===== src/rtl/bin_to_bcd_seq.sv =====
// rtl/bin_to_bcd_seq.sv - sequential double-dabble binary to packed BCD; define BCD_SATURATE_EN to clamp overflowing results to all nines
module bin_to_bcd_seq #(
   parameter int IN_W   = 14,
   parameter int DIGITS = 4
) (
   input  logic                  clk_i,
   input  logic                  rst_i,
   input  logic                  start_i,
   input  logic [IN_W-1:0]       bin_i,
   output logic [4*DIGITS-1:0]   bcd_o,
   output logic                  valid_o,
   output logic                  busy_o,
   output logic                  ovf_o
);

   localparam int BCD_W = 4 * DIGITS;
   localparam int SH_W  = BCD_W + IN_W;
   localparam int CNT_W = $clog2(IN_W + 1);
   localparam logic [CNT_W-1:0] CNT_LOAD = CNT_W'(IN_W);
   localparam logic [CNT_W-1:0] CNT_ONE  = CNT_W'(1);
   localparam longint unsigned  BCD_MAX  = (64'd10 ** DIGITS) - 64'd1;
`ifdef BCD_SATURATE_EN
   localparam logic [BCD_W-1:0] ALL_NINES = {DIGITS{4'h9}};
`endif

   typedef enum logic [1:0] {
      IDLE  = 2'd0,
      SHIFT = 2'd1,
      DONE  = 2'd2
   } state_t;

   state_t             state;
   state_t             state_nxt;
   logic [SH_W-1:0]    shreg;
   logic [SH_W-1:0]    corrected;
   logic [SH_W-1:0]    shifted;
   logic [BCD_W-1:0]   bcd_next;
   logic [CNT_W-1:0]   count;
   logic               ovf_flag;
   logic               bin_ovf;
   logic               load;
   logic               last;

   assign bin_ovf = 64'(bin_i) > BCD_MAX;
   assign load    = start_i && (state != SHIFT);
   assign last    = (state == SHIFT) && (count == CNT_ONE);
   assign shifted = corrected << 1;

   // Add 3 to every BCD nibble of 5 or more before this edge's shift
   always_comb begin
      corrected = shreg;
      for (int d = 0; d < DIGITS; d++) begin
         if (shreg[IN_W + 4*d +: 4] >= 4'd5) begin
            corrected[IN_W + 4*d +: 4] = shreg[IN_W + 4*d +: 4] + 4'd3;
         end
      end
   end

   // Select the value published on completion; top bit shifted out is dropped
   always_comb begin
`ifdef BCD_SATURATE_EN
      bcd_next = ovf_flag ? ALL_NINES : shifted[SH_W-1 -: BCD_W];
`else
      bcd_next = shifted[SH_W-1 -: BCD_W];
`endif
   end

   // State register
   always_ff @(posedge clk_i or negedge rst_i) begin
      if (!rst_i) begin
         state <= IDLE;
      end else begin
         state <= state_nxt;
      end
   end

   // Next-state logic: accept from IDLE or DONE, leave SHIFT on the last bit
   always_comb begin
      state_nxt = state;
      case (state)
         IDLE:    state_nxt = start_i ? SHIFT : IDLE;
         SHIFT:   state_nxt = (count == CNT_ONE) ? DONE : SHIFT;
         DONE:    state_nxt = start_i ? SHIFT : IDLE;
         default: state_nxt = IDLE;
      endcase
   end

   // Status outputs decoded from state; valid lasts exactly the DONE cycle
   always_comb begin
      busy_o  = 1'b0;
      valid_o = 1'b0;
      case (state)
         SHIFT:   busy_o  = 1'b1;
         DONE:    valid_o = 1'b1;
         default: begin
            busy_o  = 1'b0;
            valid_o = 1'b0;
         end
      endcase
   end

   // Datapath: load on accept, shift one bit per cycle, publish on the final shift
   always_ff @(posedge clk_i or negedge rst_i) begin
      if (!rst_i) begin
         shreg    <= '0;
         count    <= '0;
         ovf_flag <= 1'b0;
         bcd_o    <= '0;
         ovf_o    <= 1'b0;
      end else if (load) begin
         shreg    <= {{BCD_W{1'b0}}, bin_i};
         count    <= CNT_LOAD;
         ovf_flag <= bin_ovf;
      end else if (state == SHIFT) begin
         shreg <= shifted;
         count <= count - CNT_ONE;
         if (last) begin
            bcd_o <= bcd_next;
            ovf_o <= ovf_flag;
         end
      end
   end

endmodule

===== config.mk =====
export PLATFORM = sky130hd
export DESIGN_NAME = bin_to_bcd_seq
export DESIGN_NICKNAME = d
export VERILOG_FILES = /design/src/rtl/bin_to_bcd_seq.sv
export SDC_FILE = /design/constraint.sdc
export NUM_CORES = 1
export LEC_CHECK = 0
export ABC_AREA = 1
export BUFFER_PORTS_ARGS = -buffer_cell sky130_fd_sc_hd__buf_4
export CORE_MARGIN = 3
export CORE_UTILIZATION = 47
export CTS_BUF_LIST = sky130_fd_sc_hd__clkbuf_8 sky130_fd_sc_hd__clkbuf_16
export CTS_CLUSTER_DIAMETER = 60
export DETAILED_ROUTE_END_ITERATION = 10
export PLACE_DENSITY_LB_ADDON = 0.12
export SYNTH_ARGS = -nofsm -noshare
export SYNTH_HDL_FRONTEND = slang
export SYNTH_SLANG_ARGS = --single-unit

===== constraint.sdc =====
create_clock -name clk_i -period 1.8 [get_ports clk_i]
set_input_delay 0.27 -clock clk_i [delete_from_list [all_inputs] [get_ports clk_i]]
set_output_delay 0.27 -clock clk_i [all_outputs]
set_load 0.02 [all_outputs]

==> results.ini, run 1 <==
[clock_tree]
htree_levels = 2
insertion_delay_ns = 0.30
post_cts_buffers = 0
cts-root-buf = clkbuf_8
cts_max_path_buffers = 2
clk_pin_slew_worst_paths_ns = 0.10
clkSinkCount = 54
cts_tree = yes
cts_made_buffers = 5
cts_hold_buf = 0
ctsResizeCount = 0

[synth]
synth_cell_types = 20
synth_top_area_cell = dfrtp_1
yosysWarnings = 0
synth_top_area_share_pct = 50.9
netlist_area_um2 = 2650
synth_ff_type = dfrtp_1
synth_seq_cells = 54
synth_fp_nets = 349
synth_edf_count = 0
synth-seq-area-share_pct = 50.9
synthTopCellsByArea = dfrtp_1 (51%), nand2_1 (18%), nand3_1 (8.1%), ha_1 (4.7%), inv_1 (4.0%)
syn_inst = 322
synth.most_common_cell = nand2_1
syn_avg_cell_area_um2 = 8.24
async_flop_share_pct = 100
synth_common_cells = nand2_1 (125), dfrtp_1 (54), nand3_1 (43)

[floorplanning]
fp-row-count = 26
fp.dieW_um = 81.1
initial_core_util_pct = 50.4
fp.coreArea_um2 = 5270
ios = 36
die_h_um = 81.1
die-area_um2 = 6580

[sta]
fmax_mhz = 617
setup_viol = 0
layout_setup_ws_ns = 0.179
slew_headroom_pct = 55.9
maxSlewViolCount = 0
worst_slew_pin_slew_ns = 0.662
rsz0062_at_grt = false
min_period_ns = 1.62
fin_hold_ws_ns = -0.0124
fin_tns_setup_ns = 0
finalClockSkew_ns = 0.00660
hold_viol_final = 18
period_share_pct = 90.1

[critical_path]
cp-end-kind = output port
crit_fanout = 8
crit_type = reg2out
r2r-start = shreg[22]$_DFFE_PN0P_
worst-endpoint-required_ns = 1.53
ff2ff_setup_slack_ns = 0.38
reg2regPathDepth = 5
worst_ep_arrival_time_ns = 1.35
reg2reg_to = shreg[25]$_DFFE_PN0P_
startpoint = state[0]$_DFF_PN0_
endpoint = busy_o
startpoint_type = flip-flop

[final_layout]
n_fill_cell = 500
finalNetCount = 386
area_growth_pct = 15.6
drive_above_1_share_pct = 16.4
diodes = 0

[grt]
grt_max_degree = 55
grt_pass1_vias = 2050
overflow = 0
grt.total_usage_pct = 18.3
grt_pass1_wl_um = 9370
grt_antenna_before_repair = 0

[routing]
drcViolationCount = 0
dr.pass1.iters = 4
wirelength_um = 5360
wl_per_cell_um = 12.5
vias = 2150
viasPerCell = 5.00
ant_nets = 0
drt-initial-drc-count = 119

[power_and_ir_drop]
total_power_w = 0.00541
vdd_drop_max_mv = 0.687
p_leak_nw = 1.64
pwr_density_cell_nw_per_um2 = 1760

[min_path]
holdCritPathClass = in2async

[placed_design]
place.detailed.hpwl_um = 3880
place_congestion = 0.830
dp_slack_ns = 0.387
io_buffer_count = 35

[run_status]
violations = hold timing
outcome = complete, but fails checks

[flow_run]
max_cap_viol_count = 0

layout by cell type, fill, tap and decap left out, types with 2 or more instances in the layout:
cell / synthesis / layout
inv_2: 3 / 3
nand2_4: 2 / 2
dfrtp_1: 54 / 54
nand4_1: 8 / 8
o21ai_1: 2 / 2
buf_4: 4 / 39
o22ai_1: 5 / 5
nor2_1: 11 / 10
o21ai_2: 5 / 5
nand3_1: 43 / 43
clkbuf_8: 0 / 5
o21ai_0: 13 / 13
nand2_1: 125 / 125
ha_1: 10 / 10
inv_1: 28 / 29
through the flow:
step	util, %	instance area, um^2	instances
floorplan	-	2650	322
finish	58.2	3070	430
detailed placement	56.1	2960	422
global route	58.2	3070	430
CTS	58.2	3070	430
global placement	56.1	2960	422
cell type report:
class | instances | area, um^2 | share of cell area [%]
Clock inverter | 3 | 41.3 | 1.35
Clock buffer | 5 | 68.8 | 2.24
Timing Repair Buffer | 39 | 293 | 9.55
Tap cell | 70 | 87.6 | 2.86
Sequential cell | 54 | 1350 | 44.1
Inverter | 31 | 116 | 3.79
Multi-Input combinational cell | 228 | 1110 | 36.1
where the power goes:
group          switching [W]  internal, W  leakage, nW
logic                0.00157     0.000941        0.908
clock network       0.000383     0.000410       0.0556
registers           0.000349      0.00175        0.679
kinds of logic after synthesis:
logic type | share of synthesized area [%]
simple gates | 31.0
flops | 50.9
buf+inv | 7.40
compound gates | 5.94
fa+ha+maj | 4.71
per-layer routing:
layer / vias up / track usage, % / part of all wire (%)
li1: 1105 / - / -
met1: 1007 / 24.6 / 49
met2: 36 / 30.2 / 48
met3: 2 / 4.10 / 3.3
met4: 0 / 4.39 / 0.47
met5: - / 0 / 0
worst min path at each step:
stage,end,startpoint,slack [ns],depth (start not counted)
2_1_floorplan,bcd_o[0]$_DFFE_PN0P_,rst_i,-0.03,0
3_3_place_gp,bcd_o[14]$_DFFE_PN0P_,rst_i,0.36,1
3_5_place_dp,bcd_o[14]$_DFFE_PN0P_,rst_i,0.35,1
4_1_cts,bcd_o[14]$_DFFE_PN0P_,rst_i,0.01,1
5_1_grt,bcd_o[14]$_DFFE_PN0P_,rst_i,0.04,1
6_report,bcd_o[14]$_DFFE_PN0P_,rst_i,-0.01,1
sequential cells by signal (all words and copies together), names as in the netlist:
register and cells:
bcd_o 16, count 4, ovf_flag 1, ovf_o 1
shreg 30, state 2
critical path, stage by stage (launching register included):
cell	delay, ns
dfrtp_1	0.44
inv_1	0.08
nor2_2	0.31
buf_4	0.22
Power figures use the tool's default switching activity.
==> run 2, diff against run 1 <==
--- a/config.mk
+++ b/config.mk
@@ -6,12 +6,12 @@
 export NUM_CORES = 1
 export LEC_CHECK = 0
 export ABC_AREA = 1
-export BUFFER_PORTS_ARGS = -buffer_cell sky130_fd_sc_hd__buf_4
 export CORE_MARGIN = 3
 export CORE_UTILIZATION = 47
 export CTS_BUF_LIST = sky130_fd_sc_hd__clkbuf_8 sky130_fd_sc_hd__clkbuf_16
 export CTS_CLUSTER_DIAMETER = 60
 export DETAILED_ROUTE_END_ITERATION = 10
+export DONT_BUFFER_PORTS = 1
 export PLACE_DENSITY_LB_ADDON = 0.12
 export SYNTH_ARGS = -nofsm -noshare
 export SYNTH_HDL_FRONTEND = slang
==> run 2 against run 1 <==
Final cell count down 7.9%. The run now ends clean. Final area down 7.3%. Non-clock buffer count down 33. Count of clock-buffer cells in the layout up 1. Maximum frequency up 2.7%. Sequential power up 11%. Power down 5.0%. Utilization down 4.2 points. Clock skew about the same.
==> results.ini, run 2 (same netlist as run 1, synthesis figures left out) <==
[floorplanning]
fp-row-count = 26  ; unchanged
fp.coreArea_um2 = 5270  ; unchanged
die_h_um = 81.1  ; unchanged
die-area_um2 = 6580  ; unchanged
initial_core_util_pct = 50.4  ; unchanged
fp.dieW_um = 81.1  ; unchanged
ios = 36  ; unchanged

[placed_design]
io_buffer_count = 0  ; -100%
place_congestion = 0.849  ; +2.3%
place_area_um2 = 2690  ; -8.9%
place.detailed.hpwl_um = 3710  ; -4.2%

[final_layout]
diodes = 0  ; unchanged
largest-register = shreg
finalNetCount = 353  ; -8.5%
final_cell_area_um2 = 2840  ; -7.3%
largest_register_ffs = 30  ; unchanged
final_common_cell = nand2_1
top_regs = shreg x30, bcd_o x16, count x4
drive_above_1_share_pct = 7.67  ; -8.7 points
layout_common_cells = nand2_1 (125), dfrtp_1 (54), nand3_1 (43), inv_1 (28), o21ai_0 (13)
n_fill_cell = 521  ; +4.2%
area_growth_pct = 7.17

[min_path]
holdCritPathClass = in2reg
worstHoldPathCells = 2

[flow_run]
max_cap_viol_count = 0  ; unchanged

[critical_path]
crit_type = reg2out
worst_ep_arrival_time_ns = 1.31  ; -0.04 ns
crit_chain = inv_1, nor2_2, buf_4
crit_buf_inv = 2  ; unchanged
ff2ff_setup_slack_ns = 0.40  ; +0.02 ns
startpoint_type = flip-flop
critPathSlowestCell = dfrtp_1
crit_family = flip-flops
cp-end-kind = output port
crit_fanout = 8  ; unchanged
path_depth = 3  ; unchanged
reg2regPathDepth = 7  ; +2
worst-endpoint-required_ns = 1.53  ; about the same
cpPeakStageDelay_ns = 0.42  ; -0.02 ns

[grt]
grt_pass1_vias = 1921  ; -6.3%
grt_max_degree = 55  ; unchanged
overflow = 0  ; unchanged
grt_antenna_before_repair = 0  ; unchanged
grt_pass1_wl_um = 8980  ; -4.1%
grt.total_usage_pct = 17.5  ; -0.84 points

[clock_tree]
cts_made_buffers = 5  ; unchanged
htree_levels = 2  ; unchanged
post_cts_buffers = 0  ; unchanged
insertion_delay_ns = 0.30  ; about the same
clkSinkCount = 54  ; unchanged
cts_tree = yes
clk_pin_slew_worst_paths_ns = 0.09  ; about the same
ctsResizeCount = 0  ; unchanged
cts-root-buf = clkbuf_8
cts_hold_buf = 2  ; +2
cts_max_path_buffers = 2  ; unchanged

[sta]
fin_tns_setup_ns = 0  ; unchanged
setup_viol = 0  ; unchanged
worst_slew_pin_slew_ns = 0.428  ; -0.234 ns
period_share_pct = 87.7  ; -2.3 points
maxSlewViolCount = 0  ; unchanged
rsz0062_at_grt = false
fmax_mhz = 633  ; +2.7%
slew_headroom_pct = 71.4  ; +16 points
finalClockSkew_ns = 0.00622  ; -0.000372 ns
min_period_ns = 1.58  ; -0.0421 ns
hold_viol_final = 0  ; -18

[power_and_ir_drop]
vdd_drop_max_mv = 0.701  ; +2.1%
pwr_density_cell_nw_per_um2 = 1810  ; +2.4%
p_leak_nw = 1.49  ; -9.4%

[run_status]
outcome = finished, final reports clean

[routing]
wl_per_cell_um = 13.2  ; +6.0%
dr.pass1.iters = 4  ; unchanged
viasPerCell = 5.21  ; +4.1%
ant_nets = 0  ; unchanged
drcViolationCount = 0  ; unchanged
drt-initial-drc-count = 125  ; +5.0%
wirelength_um = 5240  ; -2.3%
vias = 2062  ; -4.1%

[run 2: cell types whose count changed in the layout (fill, tap and decap cells not counted), sizes merged]
cell / delta
buf: -34
dlygate4sd3: +1
inv: -1
clkinvlp: -1
clkbuf: +1
[run 2: where the power goes]
group	internal (W)	total, W	switching [W]	leakage (nW)
sequential	0.00175	0.00234	0.000585	0.679
combinational	0.000707	0.00199	0.00128	0.751
clock	0.000445	0.000810	0.000365	0.0573
[run 2: per-stage QoR]
step	hold slack (ns)	setup WS [ns]	power, W	cells	utilization [%]
2_1_floorplan	-0.0256	0.533	0.00390	322	-
3_3_place_gp	-0.0242	0.395	0.00430	387	51.1
3_5_place_dp	-0.0242	0.410	0.00433	387	51.1
4_1_cts	0.0795	0.186	0.00520	396	54.0
5_1_grt	0.0897	0.0795	0.00566	396	54.0
6_report	0.0938	0.221	0.00514	396	54.0
[run 2: final cells by class]
type | instances | area [um^2] | area share (%)
flip-flops and latches | 54 | 1350 | 47.5
multi-input cells | 228 | 1110 | 39.0
inverters | 31 | 116 | 4.09
well taps | 70 | 87.6 | 3.08
clock buffers | 6 | 82.6 | 2.90
repair buffers | 6 | 67.6 | 2.38
clock inverters | 1 | 30.0 | 1.06
[run 2: path summary, 6_finish.rpt]
| check | to | startpoint |
|---|---|---|
| max | busy_o | state[0]$_DFF_PN0_ |
| min | shreg[5]$_DFFE_PN0P_ | bin_i[5] |
| max reg2reg | bcd_o[11]$_DFFE_PN0P_ | count[1]$_DFFE_PN0P_ |
| min reg2reg | count[3]$_DFFE_PN0P_ | count[3]$_DFFE_PN0P_ |
| max in group asynchronous | shreg[11]$_DFFE_PN0P_ | rst_i |
| min in group asynchronous | shreg[28]$_DFFE_PN0P_ | rst_i |
[run 2: metal layers]
metal	GRT usage (%)	wire [um]	vias up	part of all wire, %
li1	-	-	1037	-
met4	4.56	57	0	1.1
met1	23.3	2480	974	47
met2	28.7	2410	44	46
met5	0	0	-	0
met3	4.10	286	7	5.5
==> run 3, diff against run 2 <==
--- a/config.mk
+++ b/config.mk
@@ -7,12 +7,13 @@
 export LEC_CHECK = 0
 export ABC_AREA = 1
 export CORE_MARGIN = 3
-export CORE_UTILIZATION = 47
+export CORE_UTILIZATION = 62
 export CTS_BUF_LIST = sky130_fd_sc_hd__clkbuf_8 sky130_fd_sc_hd__clkbuf_16
 export CTS_CLUSTER_DIAMETER = 60
 export DETAILED_ROUTE_END_ITERATION = 10
 export DONT_BUFFER_PORTS = 1
 export PLACE_DENSITY_LB_ADDON = 0.12
+export SLEW_MARGIN = 10
 export SYNTH_ARGS = -nofsm -noshare
 export SYNTH_HDL_FRONTEND = slang
 export SYNTH_SLANG_ARGS = --single-unit
==> run 3 against run 2 <==
Utilization increased by 15 points. Count of clock-buffer cells in the layout decreased by 1. Maximum frequency increased by 5.8%. First-iteration DRC count decreased by 4.8%. Largest power group unchanged. Highest routed layer unchanged. Largest cell class unchanged. Via count decreased by 0.15%. Combinational power about the same.
==> results.ini, run 3 (same netlist as run 1, synthesis figures left out) <==
[critical_path]
worst_ep_arrival_time_ns = 1.22  ; -0.09 ns
reg2regPathDepth = 5  ; -2
worst-endpoint-required_ns = 1.53  ; about the same
crit_type = reg2out
ff2ff_setup_slack_ns = 0.38  ; -0.02 ns
cp-end-kind = output port
startpoint_type = flip-flop
reg2reg_to = shreg[17]$_DFFE_PN0P_
crit_fanout = 6  ; -2
r2r-start = shreg[14]$_DFFE_PN0P_

[clock_tree]
ctsResizeCount = 0  ; unchanged
cts_max_path_buffers = 2  ; unchanged
clkSinkCount = 54  ; unchanged
cts_made_buffers = 5  ; unchanged
insertion_delay_ns = 0.31  ; about the same
cts_tree = yes
cts-root-buf = clkbuf_8
htree_levels = 2  ; unchanged
clk_pin_slew_worst_paths_ns = 0.10  ; about the same
post_cts_buffers = 0  ; unchanged
cts_hold_buf = 2  ; unchanged

[routing]
dr.pass1.iters = 4  ; unchanged
drcViolationCount = 0  ; unchanged
vias = 2059  ; -0.15%
viasPerCell = 5.46  ; +4.9%
drt-initial-drc-count = 119  ; -4.8%
wirelength_um = 5080  ; -3.0%
wl_per_cell_um = 13.5  ; +1.9%
ant_nets = 0  ; unchanged

[sta]
worst_slew_pin_slew_ns = 0.422  ; -0.00654 ns
slew_headroom_pct = 71.8  ; +0.37 points
finalClockSkew_ns = 0.0129  ; +0.00670 ns
maxSlewViolCount = 0  ; unchanged
setup_viol = 0  ; unchanged
min_period_ns = 1.49  ; -0.0869 ns
rsz0062_at_grt = false
fin_hold_ws_ns = 0.0710  ; -0.0228 ns
fmax_mhz = 670  ; +5.8%
hold_viol_final = 0  ; unchanged
period_share_pct = 82.9  ; -4.8 points
fin_tns_setup_ns = 0  ; unchanged

[placed_design]
place_congestion = 0.863  ; +1.6%
place.detailed.hpwl_um = 3560  ; -4.2%
io_buffer_count = 0  ; unchanged

[power_and_ir_drop]
vdd_drop_max_mv = 0.977  ; +39%
p_leak_nw = 1.48  ; -0.54%
pwr-share-seq_pct = 46.9  ; +1.3 points
p_sw_w = 0.00227  ; +2.0%
p_int_w = 0.00273  ; -6.0%
clkPwrFrac_pct = 13.5  ; -2.3 points
sw_frac_of_total_pct = 45.4  ; +2.0 points
power_frac_comb_pct = 39.7  ; +1.0 points
pwr_density_cell_nw_per_um2 = 1790  ; -0.71%

[floorplanning]
ios = 36  ; unchanged
fp.coreArea_um2 = 4060  ; -23%
die_h_um = 71.4  ; -12%
initial_core_util_pct = 65.4  ; +15 points
die-area_um2 = 5100  ; -23%
fp-row-count = 23  ; -12%
fp.dieW_um = 71.4  ; -12%

[final_layout]
finalNetCount = 353  ; unchanged
layout_common_cells = nand2_1 (125), dfrtp_1 (54), nand3_1 (43), inv_1 (29), o21ai_0 (13)
diodes = 0  ; unchanged
largest-register = shreg
drive_above_1_share_pct = 7.65  ; -0.023 points
final_common_cell = nand2_1
n_fill_cell = 313  ; -40%
top_regs = shreg x30, bcd_o x16, count x4
largest_register_ffs = 30  ; unchanged
area_growth_pct = 5.23

[grt]
grt_pass1_vias = 1958  ; +1.9%
grt_antenna_before_repair = 0  ; unchanged
grt_pass1_wl_um = 9000  ; +0.16%
overflow = 0  ; unchanged
grt.total_usage_pct = 22.4  ; +4.9 points
grt_max_degree = 55  ; unchanged

[min_path]
min_to = shreg[5]$_DFFE_PN0P_
min-delay-start = bin_i[5]
worstHoldPathCells = 2  ; unchanged
holdCritPathClass = in2reg

[flow_run]
max_cap_viol_count = 0  ; unchanged

[run_status]
outcome = finished, final reports clean

-- run 3: changes by cell type in the layout (fill, tap and decap cells not counted), sizes merged --
cell and change:
clkbuf -1, inv +1, bufinv -1, clkinv +2
-- run 3: through the flow --
stage | std cells | setup WS [ns] | total power, W | area, um^2 | util, %
after floorplan | 322 | 0.533 | 0.00390 | 2650 | -
after global placement | 367 | 0.432 | 0.00425 | 2670 | 65.8
after detailed placement | 367 | 0.410 | 0.00432 | 2670 | 65.8
after CTS | 377 | 0.302 | 0.00503 | 2790 | 68.8
after global routing | 377 | 0.197 | 0.00549 | 2790 | 68.8
final | 377 | 0.308 | 0.00501 | 2790 | 68.8
-- run 3: critical path: stages (launching register included) --
cell,delay [ns]
dfrtp_1,0.42
inv_1,0.07
nor2_2,0.23
buf_4,0.20
-- run 3: how the worst max path moves through the flow --
stage	cells past startpoint	from	slack (ns)	end
5_1_grt	3	state[0]$_DFF_PN0_	0.20	busy_o
4_1_cts	3	state[0]$_DFF_PN0_	0.30	busy_o
3_3_place_gp	7	count[1]$_DFFE_PN0P_	0.43	bcd_o[3]$_DFFE_PN0P_
3_5_place_dp	7	count[1]$_DFFE_PN0P_	0.41	bcd_o[0]$_DFFE_PN0P_
2_1_floorplan	8	count[1]$_DFFE_PN0P_	0.53	bcd_o[11]$_DFFE_PN0P_
6_report	3	state[0]$_DFF_PN0_	0.31	busy_o
-- run 3: cell type report --
cell class / instances / area [um^2] / area share (%)
Clock buffer: 5 / 68.8 / 2.46
Clock inverter: 3 / 17.5 / 0.627
Inverter: 31 / 116 / 4.17
Timing Repair Buffer: 6 / 67.6 / 2.42
Multi-Input combinational cell: 228 / 1110 / 39.7
Sequential cell: 54 / 1350 / 48.4
Tap cell: 50 / 62.6 / 2.24
-- run 3: power by group through the flow --
stage	Combinational (W)	Clock (W)	Sequential [W]
3_3_place_gp	0.00190	0	0.00236
6_report	0.00199	0.000674	0.00235
3_5_place_dp	0.00196	0	0.00237
2_1_floorplan	0.00163	0	0.00227
4_1_cts	0.00200	0.000679	0.00235
5_1_grt	0.00234	0.000739	0.00241
-- run 3: routing by layer --
metal / up-vias / track usage (%) / wire length, um
li1: 1045 / - / -
met1: 956 / 31.2 / 2380
met2: 49 / 34.3 / 2350
met3: 9 / 5.33 / 248
met4: 0 / 8.56 / 91
met5: - / 0 / 0
